--- config.mk ---
export PLATFORM = sky130hd
export DESIGN_NAME = present_input_framer
export DESIGN_NICKNAME = d
export VERILOG_FILES = /design/src/rtl/present_pkg.sv /design/src/rtl/present_input_framer.sv
export SDC_FILE = /design/constraint.sdc
export NUM_CORES = 1
export LEC_CHECK = 0
export ABC_AREA = 1
export CORE_MARGIN = 2
export CORE_UTILIZATION = 40
export DETAILED_ROUTE_END_ITERATION = 8
export PLACE_DENSITY = 0.66
export SYNTH_ARGS = -nofsm -noshare
export SYNTH_HDL_FRONTEND = slang
export SYNTH_SLANG_ARGS = --single-unit
--- constraint.sdc ---
create_clock -name clk -period 1.9 [get_ports clk]
set_clock_uncertainty 0.15 [all_clocks]
set_input_delay 0.19 -clock clk [delete_from_list [all_inputs] [get_ports clk]]
set_output_delay 0.19 -clock clk [all_outputs]
set_load 0.01 [all_outputs]
--- src/rtl/present_pkg.sv ---
// present_pkg: shared widths, default headers and framer state encoding
package present_pkg;
  localparam int PT_W = 16;
  localparam int KEY_W = 20;
  localparam logic [7:0] KEY_HDR_DEF = 8'hA5;
  localparam logic [7:0] PT_HDR_DEF = 8'h5A;
  typedef enum logic [2:0] {IDLE, KEY, PT, DROP, HOLD} state_e;
endpackage

--- src/rtl/present_input_framer.sv ---
// present_input_framer: byte-serial command framer feeding stable key/plaintext to PRESENT
module present_input_framer
  import present_pkg::*;
#(
  parameter logic [7:0] KEY_HDR = KEY_HDR_DEF,
  parameter logic [7:0] PT_HDR = PT_HDR_DEF,
  parameter int unsigned TIMEOUT = 16
) (
  input  logic             clk,
  input  logic             rst,
  input  logic [7:0]       in_data,
  input  logic             in_valid,
  output logic             in_ready,
  output logic [KEY_W-1:0] master_key,
  output logic [PT_W-1:0]  ptext,
  output logic             blk_valid,
  input  logic             blk_ready,
  output logic             key_loaded,
  output logic             err
);
  state_e state_q, state_d;
  logic [1:0] bcnt_q, bcnt_d;
  logic [15:0] tcnt_q, tcnt_d;
  logic [15:0] shadow_q, shadow_d;
  logic [KEY_W-1:0] key_q, key_d;
  logic [PT_W-1:0] pt_q, pt_d;
  logic bv_q, bv_d, kl_q, kl_d, err_q, err_d;
  logic acc;
  assign in_ready = state_q != HOLD;
  assign acc = in_valid && in_ready;
  assign master_key = key_q;
  assign ptext = pt_q;
  assign blk_valid = bv_q;
  assign key_loaded = kl_q;
  assign err = err_q;
  // Next-state: payload bytes shift into a shadow so outputs only change on a complete command
  always_comb begin
    state_d = state_q;
    bcnt_d = bcnt_q;
    tcnt_d = 16'd0;
    shadow_d = shadow_q;
    key_d = key_q;
    pt_d = pt_q;
    bv_d = bv_q;
    kl_d = kl_q;
    err_d = 1'b0;
    if (acc && state_q != IDLE) begin
      bcnt_d = bcnt_q + 2'd1;
      shadow_d = {shadow_q[7:0], in_data};
    end
    case (state_q)
      IDLE: begin
        bcnt_d = 2'd0;
        if (acc) begin
          if (in_data == KEY_HDR) state_d = KEY;
          else if (in_data == PT_HDR) begin
            state_d = kl_q ? PT : DROP;
            err_d = !kl_q;
          end else err_d = 1'b1;
        end
      end
      KEY: if (acc && bcnt_q == 2'd2) begin
        key_d = {shadow_q[11:0], in_data};
        kl_d = 1'b1;
        state_d = IDLE;
      end
      PT: if (acc && bcnt_q == 2'd1) begin
        pt_d = {shadow_q[7:0], in_data};
        bv_d = 1'b1;
        state_d = HOLD;
      end
      DROP: if (acc && bcnt_q == 2'd1) state_d = IDLE;
      HOLD: if (blk_ready) begin
        bv_d = 1'b0;
        state_d = IDLE;
      end
      default: state_d = IDLE;
    endcase
    if (TIMEOUT > 0 && !acc && (state_q == KEY || state_q == PT || state_q == DROP)) begin
      tcnt_d = tcnt_q + 16'd1;
      if (tcnt_d == 16'(TIMEOUT)) begin
        tcnt_d = 16'd0;
        state_d = IDLE;
        err_d = 1'b1;
      end
    end
  end
  // State and output registers
  always_ff @(posedge clk) begin
    if (rst) begin
      state_q <= IDLE;
      bcnt_q <= 2'd0;
      tcnt_q <= 16'd0;
      shadow_q <= 16'd0;
      key_q <= '0;
      pt_q <= '0;
      bv_q <= 1'b0;
      kl_q <= 1'b0;
      err_q <= 1'b0;
    end else begin
      state_q <= state_d;
      bcnt_q <= bcnt_d;
      tcnt_q <= tcnt_d;
      shadow_q <= shadow_d;
      key_q <= key_d;
      pt_q <= pt_d;
      bv_q <= bv_d;
      kl_q <= kl_d;
      err_q <= err_d;
    end
  end
endmodule

# == Word-level counts from Yosys, hierarchy flattened ==
# Index checks and enable logic that the tools add are counted.
# word_totals
register_bits,72
latchBits,0
ram_bits,0
rom_bits,0
n_memories,0
# classes
addsub,2
n_mul,0
div_mod_pow,0
magnitude_cmp,0
n_eq_ne,12
shifts,0
muxes,20
bitwise,1
reduce_logical,17
# op_table
cell,n
3-bit 2-to-1 mux,9
"16-bit by 1-bit adder with 16-bit output, second input constant",1
"16-bit by 5-bit equality test with 1-bit output, second input constant",1
3-bit one-hot mux with 5 select lines,1
1-bit 2-to-1 mux,9
"8-bit by 7-bit equality test with 1-bit output, second input constant",1
"8-bit equality test, second input constant",1
"3-bit by 2-bit equality test with 1-bit output, second input constant",2
1-bit logical AND,5
"2-bit != test, second input constant",2
2-bit AND reduction,2
"3-bit by 1-bit equality test with 1-bit output, second input constant",1
"3-bit equality test, second input constant",1
3-bit logical NOT,1
"3-bit != test, second input constant",1
3-bit AND reduction,1
3-bit nonzero test,1
3-bit OR reduction,1
"2-bit by 1-bit adder with 2-bit output, second input constant",1
"2-bit by 1-bit equality test with 1-bit output, second input constant",1
"2-bit equality test, second input constant",1
1-bit logical NOT,2
1-bit logical OR,2
1-bit one-hot mux with 2 select lines,1
3 further kinds,3

# == Longest topological paths before layout ==
# Gate-level depths: netlist of run 1.
# depth
ltp_word,7
mapped_depth,13
depth_no_buf,12

# == Worst setup path before layout of run 1 ==
# OpenSTA, ideal clock, no wires.
# synth_path
path_kind,reg-to-reg
start,register tcnt_q[0]
end,register tcnt_q[2]
arrival_time_ps,1565
t_required_ps,1634
path_slack_ps,70
stages_incl_launch_ff,14
n_path_buf,1
period_less_slack_ps,1830
path_cell_list,dfxtp_1 > ha_1 > nand3_1 > nor2_2 > nand2_1 > nand2_1 > nand2_1 > nor2_1 > nand2_1 > nor2_2 > nand2_2 > nand2_4 > buf_6 > nor2_1
# synth_between
elab_chain_len,3
# synth_lines
element,line,rtl
"start, declared",present_input_framer.sv:23,"logic [15:0] tcnt_q, tcnt_d;"
"start signal, assigned",present_input_framer.sv:103,tcnt_q <= tcnt_d;
16-bit by 1-bit adder with 16-bit output *,present_input_framer.sv:80,tcnt_d = tcnt_q + 16'd1;
16-bit by 5-bit equality test with 1-bit output,present_input_framer.sv:81,if (tcnt_d == 16'(TIMEOUT)) begin
3-bit OR reduction (no source line),--,
# Every way passes the cells marked *; elsewhere a longest branch is shown, timed or not.
# A chain may end at the register's enable or synchronous reset.

# == Worst setup path after layout of run 1 ==
# layout_path
start,register tcnt_q[1]
end,register tcnt_q[13]
# Same word-level chain as after synthesis.

==> results.md, run 1 <==
Timing:
- Adding up every negative setup slack in the final design gives -0.3167 ns.
- The worst max-slew margin expressed relative to the limit is 80.56%.
- The share of the clock period used by the worst path after layout is 101.6%.
- Static timing analysis puts the maximum clock frequency at 0.5182 GHz.
- Setup repair after global routing could not meet its margin everywhere.
- The final critical-path required period is 1.930 ns.
- The final number of setup-violating endpoints is 14.
- In the post-route analysis, the smallest setup slack over all paths is -0.02991 ns.
- The count of final hold-check violations is 0.
- The slew at the pin closest to its max-slew limit is 0.2899 ns.
- The final max-slew violation count is 0.

Critical path:
- In this design, the stage delay of the slowest critical-path cell is 0.36 ns.
- The signal on the critical path passes through ha_4, nand2_4, nor2_4, nand2_2, nand2_1, nand3b_1, nor2_1, nand2_1, nor2_2, nand2_2, nand2_4, nor2_1.
- The largest fanout on the critical path is 7.
- The worst setup slack for register-to-register paths is -0.03 ns.
- The worst endpoint data arrival time is 2.02 ns.
- The worst setup path is captured at a flop.
- The slowest stage of the critical path is the sky130_fd_sc_hd__dfxtp_2 cell.
- The critical path class is reg2reg.
- The critical path required time is 1.99 ns.
- STA classifies the critical path startpoint as a flop.

Routing:
- Dividing the detail-routed wire length by the instance count gives 12.43 um.
- The number of vias per cell is 4.825.
- The routed wire length is 7.245 mm.
- For this run, the detailed router's first-pass iteration total came to 4.
- The final routed DRC violation total is 0.
- The detailed router finished its first iteration with 130 violations.
- The vias after detailed routing is 2813.
- The count of nets left with antenna violations once routing finished came out at 0.

Synth:
- The mean area per synthesized cell is 7.207 um2.
- The post-synthesis cell type count is 25.
- The count of synthesis-stage warnings from yosys is 0.
- Synthesis produced a netlist whose cell count is 408.
- In this run, synthesis produced a sequential element count of 72.
- In this run the cell area of the synthesized design comes to 2940 um2.
- Counting every net in the synthesized netlist gives 423.
- Sequential cells were found to cover 49.02% of the synthesized design area.

Clocking:
- The number of hold-repair buffers added at the cts stage is 0.
- The clock insertion delay at the later pin of the skew report is 0.34 ns.
- The cell sitting at the root of the clock tree is a sky130_fd_sc_hd__clkbuf_8.
- In this run the deepest clock path goes through 2 buffers.
- The CTS tree is done.
- The CTS H-tree depth is 3.
- Clock-pin slew was measured on the worst setup and hold paths at 0.07 ns.
- The number of clock buffers added by TritonCTS is 9.
- The clock sink count is 72.

Power:
- The reported net switching power is 636.3 uW.
- The internal portion of the total power is 2227 uW.
- Per report_power, the combinational group accounts for 5.5% of the total.
- IR analysis of the VDD net gives a maximum drop of 0.5315 mV.
- Total power for the finished layout comes to 2864 uW.
- The power share of the clock group is 40.5%.
- The sequential fraction of design power is 54.0%.
- For this design the ratio of total power to cell area is 722.5 nW/um2.
- Net switching is 22.22% of the power.
- The standby leakage power is 0.001539 uW.

Layout:
- The repair_antennas step left the layout with diodes totalling 0.
- The area taken by flip-flops and latches is 1448 um2.
- The library cell used most frequently in the layout, excluding fill and tap cells, is sky130_fd_sc_hd__nor2_1.
- Compared with the post-synthesis result, the final layout area differs by 34.81%.
- The post-route netlist has 12.81% of its cells at a drive strength greater than 1.
- The number of nets at the end of the flow is 495.
- Counting the fill cells in the layout gives 681.
- The multi-input combinational cells in the finished layout cover a total of 1368 um2.
- The top cell types in the final layout, fill and taps aside, are sky130_fd_sc_hd__nor2_1, sky130_fd_sc_hd__dfxtp_1, sky130_fd_sc_hd__nand2_1, sky130_fd_sc_hd__o21ai_0, sky130_fd_sc_hd__clkdlybuf4s50_1.

Floorplanning:
- From left edge to right edge, the die measures 89.74 um.
- After floorplanning, the core was sized to cover 7176 um2.
- The top-level I/O count is 52.
- The floorplan die area is 8052 um2.
- The site row count is 31.
- Once the floorplan was initialized, standard cells occupied 40.98% of the core.
- The height of the chip is 89.74 um.

Status:
- The run finished, with violations left.
- The final reports fail on setup timing.

Flow run:
- Max-cap violations in this run came to 0.

GRT:
- The aggregate global-route resource usage is 18.82%.
- The via count of the first global-routing pass was 2636.
- Entering global routing, the biggest net connects 29 pins.
- The first global-routing pass estimated 12.28 mm of wire.
- The initial antenna violation count is 0.
- Summed over all layers, the global routing overflow is 0.

Placement:
- The placer's final routability congestion estimate is 0.8068.
- Port buffering added 51 buffers.
- Detailed placement finished with a half-perimeter wire length of 5.182 mm.

Hold path:
- The path category of the worst min-delay check is reg2reg.
worst max-delay path, delay by kind of cell (launching register included):
kind          cells  cell delay, ns
simple gates     11            1.15
flops             1            0.36
fa+ha+maj         1            0.17
routing by layer:
layer	track usage (%)	vias to the layer above	part of all wire [%]	wire, um
met1	23.69	1290	47	3385
met3	6.454	9	6.2	450
met2	29.73	56	46	3312
met4	7.564	0	1.3	95
met5	0	-	0	0
li1	-	1458	-	-
worst paths after layout:
kind | start | to | cells past startpoint
hold / removal | master_key[8] | master_key[8] | 2
setup / recovery | tcnt_q[1] | tcnt_q[13] | 12
setup reg to reg | tcnt_q[1] | tcnt_q[13] | 12
hold reg to reg | master_key[8] | master_key[8] | 2
metrics by stage:
| stage | std cells | worst slack, ns | utilization [%] | cell area (um2) | hold WS (ns) |
|---|---|---|---|---|---|
| 2_1_floorplan | 408 | 0.06952 | - | 2940 | 0.1091 |
| 3_3_place_gp | 566 | 0.01780 | 51.54 | 3699 | 0.3115 |
| 3_5_place_dp | 566 | -0.02660 | 51.54 | 3699 | 0.3217 |
| 4_1_cts | 582 | 0.004403 | 54.63 | 3920 | 0.3385 |
| 5_1_grt | 583 | -0.1712 | 55.24 | 3964 | 0.3550 |
| 6_report | 583 | -0.02991 | 55.24 | 3964 | 0.3328 |
cell type report:
cell class	count	share of cell area, %
clock buffer	11	3.567
clock inverter	4	1.136
inverter	35	3.314
multi-input combinational	288	34.50
sequential	72	36.52
tap	99	3.125
timing repair buffer	74	17.83
flip-flops by register name (all words and copies together), names as in the netlist:
signal,flops
master_key,20
ptext,16
tcnt_q,16
shadow_q,12
state_q,3
bcnt_q,2
blk_valid,1
err,1
key_loaded,1
repair_timing:
| item | 4_1_cts | 5_1_grt |
|---|---|---|
| resized for setup | 10 | 12 |
| cloned | 1 | 0 |
| setup buffers | 0 | 1 |
| pin swaps | 0 | 9 |
| setup endpoints to repair | 15 | 21 |
cell usage after synthesis:
cell / n / share of area, %
sky130_fd_sc_hd__nor2_1: 107 / 14
sky130_fd_sc_hd__dfxtp_1: 72 / 49
sky130_fd_sc_hd__nand2_1: 57 / 7.3
sky130_fd_sc_hd__o21ai_0: 51 / 8.7
sky130_fd_sc_hd__inv_1: 34 / 4.3
sky130_fd_sc_hd__a21oi_1: 22 / 3.7
sky130_fd_sc_hd__nand3_1: 19 / 3.2
sky130_fd_sc_hd__clkbuf_1: 8 / 1.0
sky130_fd_sc_hd__nor2_2: 6 / 1.3
sky130_fd_sc_hd__buf_2: 5 / 0.85
sky130_fd_sc_hd__nand4_1: 5 / 1.1
sky130_fd_sc_hd__ha_1: 3 / 1.3
sky130_fd_sc_hd__nor3_1: 3 / 0.51
sky130_fd_sc_hd__nor4_1: 3 / 0.64
sky130_fd_sc_hd__nand3b_1: 2 / 0.51
sky130_fd_sc_hd__o21bai_1: 2 / 0.51
sky130_fd_sc_hd__a211oi_1: 1 / 0.26
sky130_fd_sc_hd__buf_6: 1 / 0.38
sky130_fd_sc_hd__clkinv_1: 1 / 0.13
sky130_fd_sc_hd__nand2_2: 1 / 0.21
sky130_fd_sc_hd__nand2_4: 1 / 0.38
sky130_fd_sc_hd__o21a_1: 1 / 0.26
sky130_fd_sc_hd__o21ai_1: 1 / 0.17
sky130_fd_sc_hd__xnor2_1: 1 / 0.30
sky130_fd_sc_hd__xor2_1: 1 / 0.30
logic make-up (layout without fill, tap and decap cells):
family / after synthesis / after routing / synth area share (%)
DFF: 72 / 72 / 49.02
AOI/OAI and AO/OA: 78 / 78 / 13.62
xor gates and xnor gates: 2 / 2 / 0.5959
adders and majority gates: 3 / 3 / 1.277
buffers and inverters: 49 / 124 / 6.723
and+or+nand+nor: 204 / 205 / 28.77
power by group through the flow:
stage / sequential [uW] / combinational (uW) / clock (uW)
floorplan: 1580 / 85.2 / 0
global placement: 1580 / 152 / 0
detailed placement: 1580 / 155 / 0
CTS: 1550 / 158 / 1190
global route: 1550 / 178 / 1260
finish: 1550 / 158 / 1160
Power figures use the tool's default switching activity.
==> inputs of run 2 (changes only) <==
--- a/config.mk
+++ b/config.mk
@@ -6,10 +6,12 @@
 export NUM_CORES = 1
 export LEC_CHECK = 0
 export ABC_AREA = 1
+export CORE_ASPECT_RATIO = 0.6
 export CORE_MARGIN = 2
 export CORE_UTILIZATION = 40
 export DETAILED_ROUTE_END_ITERATION = 8
 export PLACE_DENSITY = 0.66
+export SLEW_MARGIN = 20
 export SYNTH_ARGS = -nofsm -noshare
 export SYNTH_HDL_FRONTEND = slang
 export SYNTH_SLANG_ARGS = --single-unit
==> results.md, run 2 (synthesis gave the netlist of run 1 again) <==
Layout:
- The post-layout instance count excluding filler cells is 581 (-0.34%).
- The total inserted antenna cells is 0 (unchanged).
- The area taken by flip-flops and latches is 1463 um2 (+1.0%).
- The share of cells above drive strength 1 is 17.14% (+4.3 points).
- The library cell used most frequently in the layout, excluding fill and tap cells, is sky130_fd_sc_hd__nor2_1.
- The multi-input combinational cell area is 1460 um2 (+6.8%).
- The number of nets at the end of the flow was 500 (+1.0%).
- The library cells used most frequently in the layout, excluding fill and tap cells, are sky130_fd_sc_hd__nor2_1, sky130_fd_sc_hd__dfxtp_1, sky130_fd_sc_hd__o21ai_0, sky130_fd_sc_hd__clkdlybuf4s50_1, sky130_fd_sc_hd__nand2_1.
- The number of flip-flops in the largest register is 20 (unchanged).
- The number of filler instances in the final layout is 628 (-7.8%).
- The layout overhead on the synthesized area is 42.72%.

Clocking:
- TritonCTS built the clock tree.
- The clock root buffer master is sky130_fd_sc_hd__clkbuf_16.
- The register clock-pin slew on the reported worst setup and hold paths came to 0.06 ns (about the same).
- The number of hold-repair buffers added at the cts stage is 0 (unchanged).
- The CTS H-tree depth is 3 (unchanged).
- The clock insertion delay at the later pin of the skew report is 0.33 ns (about the same).
- The maximum count of clock buffers along a single path came to 2 (unchanged).
- The CTS buffer count came to 9 (unchanged).
- The clock sink count is 72 (unchanged).

Placement:
- The final HPWL from detailed placement is 5.680 mm (+9.6%).
- The placer's final routability congestion estimate is 0.8801 (+9.1%).
- The number of I/O port buffers is 51 (unchanged).
- The number of placed instances with taps included was 562 (-0.71%).

Critical path:
- The worst setup path is captured at a flop.
- The largest individual stage delay along the critical path comes from the cell sky130_fd_sc_hd__dfxtp_4.
- The endpoint of the worst register-to-register path is tcnt_q[4].
- The worst register-to-register path begins at tcnt_q[1].
- The largest fanout on the critical path was 7 (unchanged).
- The worst reg2reg path depth is 12 (unchanged).
- The critical path required time is 2.00 ns (about the same).
- The sort of element at the start of the critical path is a flop.
- In this design, the critical path's most frequently occurring cell is sky130_fd_sc_hd__nand2_1.
- The signal on the critical path passes through ha_4, nand3_4, buf_4, o21bai_1, nand2_1, nand2_1, nor2_1, nand2_1, nor2_4, nand2_4, nand2_8, a21oi_1.
- The critical path class is reg2reg.
- The worst setup slack for register-to-register paths is 0.04 ns (+0.07 ns).
- The maximum cell stage delay along the critical path is 0.36 ns (about the same).
- The worst endpoint data arrival time came to 1.95 ns (-0.07 ns).

Floorplanning:
- The effective utilization at floorplan is 40.97% (about the same).
- The top-level I/O count is 52 (unchanged).
- The height of the chip came to 70.41 um (-22%).
- The placeable core area was 7177 um2 (about the same).
- The floorplan die area is 8075 um2 (+0.28%).
- The site row count is 24 (-23%).
- The horizontal extent of the die is 114.7 um (+28%).

Hold path:
- In this run the most critical hold path is launched from tcnt_q[0].
- The path with the worst hold slack has its endpoint at tcnt_q[0].
- The cell depth of the worst min-delay path came to 1 (-1).
- The path category of the worst min-delay check is reg2reg.

Timing:
- Setup repair after global routing could not meet its margin everywhere.
- The slew at the pin closest to its max-slew limit was 0.3178 ns (+0.02798 ns).
- The final max-slew violation count was 0 (unchanged).
- The final critical-path required period is 1.857 ns (-0.07248 ns).
- The worst max-slew margin expressed relative to the limit is 78.74% (-1.8 points).
- The share of the clock period used by the worst path after layout is 97.76% (-3.8 points).
- The post-route worst hold slack is 0.2948 ns (-0.03797 ns).
- The count of final hold-check violations came to 0 (unchanged).
- The final number of setup-violating endpoints came to 0 (-14).
- The fmax is 0.5384 GHz (+3.9%).

Status:
- The flow ran to the end, and the final reports show no timing, DRC or antenna violations.

Power:
- The overall power after layout is 3389 uW (+18%).
- The power per unit of standard cell area is 807.5 nW/um2 (+12%).
- The standby leakage power is 0.001629 uW (+5.8%).
- The worst ir drop on vdd was 0.4730 mV (-11%).

GRT:
- The initial antenna violation count is 0 (unchanged).
- The aggregate global-route resource usage is 20.62% (+1.8 points).
- The wire length of the first global-routing pass is 12.97 mm (+5.7%).
- The final global-route overflow total came to 0 (unchanged).
- The via count of the first global-routing pass was 2660 (+0.91%).
- The largest net degree at the start of global routing came to 21 (-28%).

Routing:
- The routed length per instance was 13.67 um (+10%).
- The vias after detailed routing is 2863 (+1.8%).
- The number of vias per cell is 4.928 (+2.1%).
- The final routed DRC violation total came to 0 (unchanged).
- The remaining antenna violation count came to 0 (unchanged).
- The routed wire length came to 7.940 mm (+9.6%).
- The violation count after the first detailed-route iteration came to 246 (+89%).
- The count of TritonRoute iterations in the first routing pass is 4 (unchanged).

Flow run:
- The number of max-capacitance violations reported is 0 (unchanged).
-- run 2: changes by cell type in the layout (fill, tap and decap cells not counted), moves of 4 or more --
| cell | change |
|---|---|
| sky130_fd_sc_hd__clkbuf_8 | -10 |
| sky130_fd_sc_hd__clkbuf_16 | +9 |
| sky130_fd_sc_hd__nor2_4 | +7 |
| sky130_fd_sc_hd__buf_4 | +6 |
| sky130_fd_sc_hd__dfxtp_1 | -6 |
| sky130_fd_sc_hd__nand2_1 | -5 |
| sky130_fd_sc_hd__nand2_2 | +4 |
| sky130_fd_sc_hd__nor2_1 | -4 |
-- run 2: power by group --
part	switching (uW)	leakage (uW)	internal (uW)	total, uW
logic	101	0.000902	72.9	174
clock network	645	0.000139	1020	1670
registers	19.5	0.000588	1530	1550
-- run 2: area by class of cell --
cell class | instances | area share [%]
Sequential cell | 72 | 34.85
Multi-Input combinational cell | 288 | 34.79
Timing Repair Buffer | 79 | 17.44
Clock buffer | 10 | 5.456
Inverter | 35 | 3.131
Tap cell | 91 | 2.713
Clock inverter | 6 | 1.610
-- run 2: worst max path at each step --
| stage | to | from | depth (start not counted) | slack (ns) |
|---|---|---|---|---|
| 6_report | tcnt_q[4] | tcnt_q[1] | 12 | 0.04 |
| 3_5_place_dp | tcnt_q[4] | tcnt_q[0] | 12 | -0.12 |
| 2_1_floorplan | tcnt_q[2] | tcnt_q[0] | 13 | 0.07 |
| 5_1_grt | tcnt_q[6] | tcnt_q[0] | 12 | -0.09 |
| 3_3_place_gp | tcnt_q[4] | tcnt_q[0] | 12 | 0.002 |
| 4_1_cts | tcnt_q[4] | tcnt_q[2] | 9 | 0.002 |
-- run 2: stage by stage --
stage	setup WS, ns	TNS (ns)	area (um2)	utilization [%]
after floorplan	0.06952	0	2940	-
after CTS	0.002069	0	4063	56.61
after global placement	0.002296	0	3706	51.64
final	0.04257	0	4197	58.47
after global routing	-0.08522	-1.221	4197	58.47
after detailed placement	-0.1157	-1.592	3706	51.64
-- run 2: layer usage --
metal / vias up / wire [um] / track usage [%]
met2: 96 / 3135 / 28.21
met5: - / 0 / 0
met1: 1287 / 4240 / 31.32
met3: 10 / 480 / 6.163
li1: 1470 / - / -
met4: 0 / 85 / 4.878
-- run 2: critical path, delay by kind of cell, from the launching register on --
family	cells	cell delay, ns
compound gates	2	0.26
flops	1	0.36
fa+ha+maj	1	0.18
buf+inv	1	0.15
simple gates	8	0.68
-- run 2: timing repair --
action / in CTS / in global routing
pin swaps: 4 / 8
setup endpoints to repair: 20 / 20
gates cloned: 1 / 0
setup buffers: 1 / 1
resized for setup: 16 / 36
==> inputs of run 3 (changes only) <==
--- a/config.mk
+++ b/config.mk
@@ -6,11 +6,13 @@
 export NUM_CORES = 1
 export LEC_CHECK = 0
 export ABC_AREA = 1
+export CAP_MARGIN = 20
 export CORE_ASPECT_RATIO = 0.6
 export CORE_MARGIN = 2
 export CORE_UTILIZATION = 40
 export DETAILED_ROUTE_END_ITERATION = 8
 export PLACE_DENSITY = 0.66
+export REMOVE_ABC_BUFFERS = 1
 export SLEW_MARGIN = 20
 export SYNTH_ARGS = -nofsm -noshare
 export SYNTH_HDL_FRONTEND = slang
==> results.md, run 3 (synthesis gave the netlist of run 1 again) <==
GRT:
- The initial antenna violation count is 0 (unchanged).
- The final global-route overflow total came to 0 (unchanged).
- The global routing met1 resource utilization is 28.28% (-3.0 points).
- The wire length of the first global-routing pass is 12.45 mm (-4.0%).
- The met2 track demand over resource was 29.06% (+0.85 points).
- The global routing usage on met3 is 5.556% (-0.61 points).
- The aggregate global-route resource usage is 19.90% (-0.72 points).
- met2 is the most crowded layer.
- The largest net degree at the start of global routing is 50 (+140%).
- The via count of the first global-routing pass is 2646 (-0.53%).

Critical path:
- The worst endpoint data arrival time is 1.93 ns (-0.02 ns).
- The largest fanout on the critical path was 7 (unchanged).
- The capturing element type of the critical path is a flop.
- The sort of element at the start of the critical path is a flop.
- The worst setup path is of the reg2reg kind.
- The critical path required time is 1.97 ns (-0.03 ns).

Clocking:
- The clock insertion delay at the later pin of the skew report is 0.33 ns (about the same).
- The CTS buffer count is 9 (unchanged).
- The clock root buffer master is sky130_fd_sc_hd__clkbuf_16.
- The CTS H-tree depth is 3 (unchanged).
- The maximum count of clock buffers along a single path is 2 (unchanged).
- The clock sink count was 72 (unchanged).
- The register clock-pin slew on the reported worst setup and hold paths is 0.06 ns (about the same).
- The CTS tree is done.

Floorplanning:
- The site row count is 24 (unchanged).
- The floorplan die area is 8075 um2 (unchanged).
- The top-level I/O count is 52 (unchanged).
- The placeable core area is 7177 um2 (unchanged).
- The effective utilization at floorplan came to 40.97% (unchanged).
- The horizontal extent of the die is 114.7 um (unchanged).
- The height of the chip is 70.41 um (unchanged).

Layout:
- The number of filler instances in the final layout came to 656 (+4.5%).
- The post-route core utilization came to 59.40% (+0.92 points).
- The final cell area excluding filler cells is 4263 um2 (+1.6%).
- The post-layout instance count excluding filler cells came to 585 (+0.69%).
- The layout overhead on the synthesized area is 44.98%.
- The share of cells above drive strength 1 is 16.40% (-0.75 points).
- The total inserted antenna cells was 0 (unchanged).
- The most common cell after layout, fill and taps aside is sky130_fd_sc_hd__nor2_1.
- The number of nets at the end of the flow was 505 (+1.0%).
- The number of flip-flops in the largest register is 20 (unchanged).
- Leaving out fill and tap cells, the most frequent cells in the layout are sky130_fd_sc_hd__nor2_1, sky130_fd_sc_hd__dfxtp_1, sky130_fd_sc_hd__nand2_1, sky130_fd_sc_hd__o21ai_0, sky130_fd_sc_hd__clkdlybuf4s50_1.

Routing:
- The routed wire length was 7.643 mm (-3.7%).
- The routed length per instance is 13.06 um (-4.4%).
- The remaining antenna violation count is 0 (unchanged).
- The final routed DRC violation total came to 0 (unchanged).
- The violation count after the first detailed-route iteration came to 165 (-33%).
- The number of vias per cell came to 4.862 (-1.3%).
- The vias after detailed routing came to 2844 (-0.66%).
- The count of TritonRoute iterations in the first routing pass is 5 (+1).

Timing:
- The summed negative setup slack over all endpoints is 0 ns (unchanged).
- The count of final hold-check violations is 0 (unchanged).
- The final critical-path required period was 1.866 ns (+0.009011 ns).
- The final max-slew violation count was 0 (unchanged).
- The share of the clock period used by the worst path after layout is 98.23% (+0.47 points).
- Setup repair after global routing could not meet its margin everywhere.
- The worst max-slew margin expressed relative to the limit is 77.20% (-1.5 points).
- The slew at the pin closest to its max-slew limit is 0.3389 ns (+0.02107 ns).
- The post-route worst hold slack is 0.3275 ns (+0.03264 ns).
- The final number of setup-violating endpoints is 0 (unchanged).
- The fmax is 0.5358 GHz (-0.48%).

Power:
- The standby leakage power came to 0.001662 uW (+2.0%).
- The power per unit of standard cell area is 823.1 nW/um2 (+1.9%).
- The worst ir drop on vdd is 0.5051 mV (+6.8%).

Status:
- The run finished with clean final reports.

Placement:
- The number of I/O port buffers is 51 (unchanged).
- The cell area reported after detailed placement is 3709 um2 (about the same).
- The number of placed instances with taps included is 559 (-0.53%).
- The placer's final routability congestion estimate came to 0.8820 (+0.22%).
- The final HPWL from detailed placement was 5.139 mm (-9.5%).

Hold path:
- The path category of the worst min-delay check is reg2reg.

Flow run:
- The number of max-capacitance violations reported was 0 (unchanged).
[run 3: changes by cell type in the layout (fill, tap and decap cells not counted), sizes merged]
cell      previous run  this run
buf                 28        33
bufinv               1         2
clkinvlp             2         1
inv                 35        34
[run 3: critical path: stages (launching register included)]
cell                      delay [ns]
sky130_fd_sc_hd__dfxtp_4        0.36
sky130_fd_sc_hd__buf_6          0.10
sky130_fd_sc_hd__nand2_1        0.06
sky130_fd_sc_hd__nor2_2         0.14
sky130_fd_sc_hd__nand2_2        0.12
sky130_fd_sc_hd__nor2_2         0.12
sky130_fd_sc_hd__nand2_1        0.06
sky130_fd_sc_hd__nand2_1        0.10
sky130_fd_sc_hd__nand3_1        0.12
sky130_fd_sc_hd__nor2_4         0.16
sky130_fd_sc_hd__nand2_4        0.12
sky130_fd_sc_hd__nand2_8        0.11
sky130_fd_sc_hd__a21oi_2        0.04
[run 3: cell type report]
class / count / area (um2) / area share (%)
Sequential cell: 72 / 1453 / 34.08
Multi-Input combinational cell: 288 / 1446 / 33.93
Timing Repair Buffer: 84 / 798.3 / 18.73
Clock buffer: 10 / 239.0 / 5.606
Inverter: 35 / 131.4 / 3.082
Tap cell: 91 / 113.9 / 2.671
Clock inverter: 5 / 81.33 / 1.908
[run 3: worst paths after layout]
| check | slack (ns) | endpoint | start | cells after the start |
|---|---|---|---|---|
| setup / recovery | 0.03 | tcnt_q[4] | tcnt_q[0] | 12 |
| setup reg to reg | 0.03 | tcnt_q[4] | tcnt_q[0] | 12 |
| hold reg to reg | 0.33 | ptext[14] | ptext[14] | 2 |
| hold / removal | 0.33 | ptext[14] | ptext[14] | 2 |
[run 3: report_power, final]
| part | internal (uW) | switching [uW] | leakage [uW] |
|---|---|---|---|
| logic | 74.6 | 94.6 | 0.000923 |
| registers | 1530 | 14.9 | 0.000585 |
| clock network | 1180 | 617 | 0.000155 |
| total | 2780 | 727 | 0.00166 |
[run 3: per-layer routing]
| layer | vias to the layer above | share of wire, % |
|---|---|---|
| met2 | 68 | 44 |
| met4 | 0 | 0.96 |
| met3 | 8 | 5.8 |
| met5 | - | 0 |
| met1 | 1291 | 50 |
| li1 | 1477 | - |
[run 3: timing repair]
item                                    in CTS  in global routing
pin swaps                                    8                 14
endpoints found under the hold margin        0                  0
gates resized for setup                     12                 28
cloned                                       1                  0
endpoints found under the setup margin      17                 19
hold buffers                                 0                  0
buffers inserted                             6                  4
[run 3: stage by stage]
| step | power, uW | setup WS, ns |
|---|---|---|
| 2_1_floorplan | 1656 | -0.06284 |
| 5_1_grt | 3639 | -0.06210 |
| 4_1_cts | 3549 | 0.0007574 |
| 3_3_place_gp | 1739 | -0.02393 |
| 3_5_place_dp | 1741 | -0.08794 |
| 6_report | 3509 | 0.03356 |
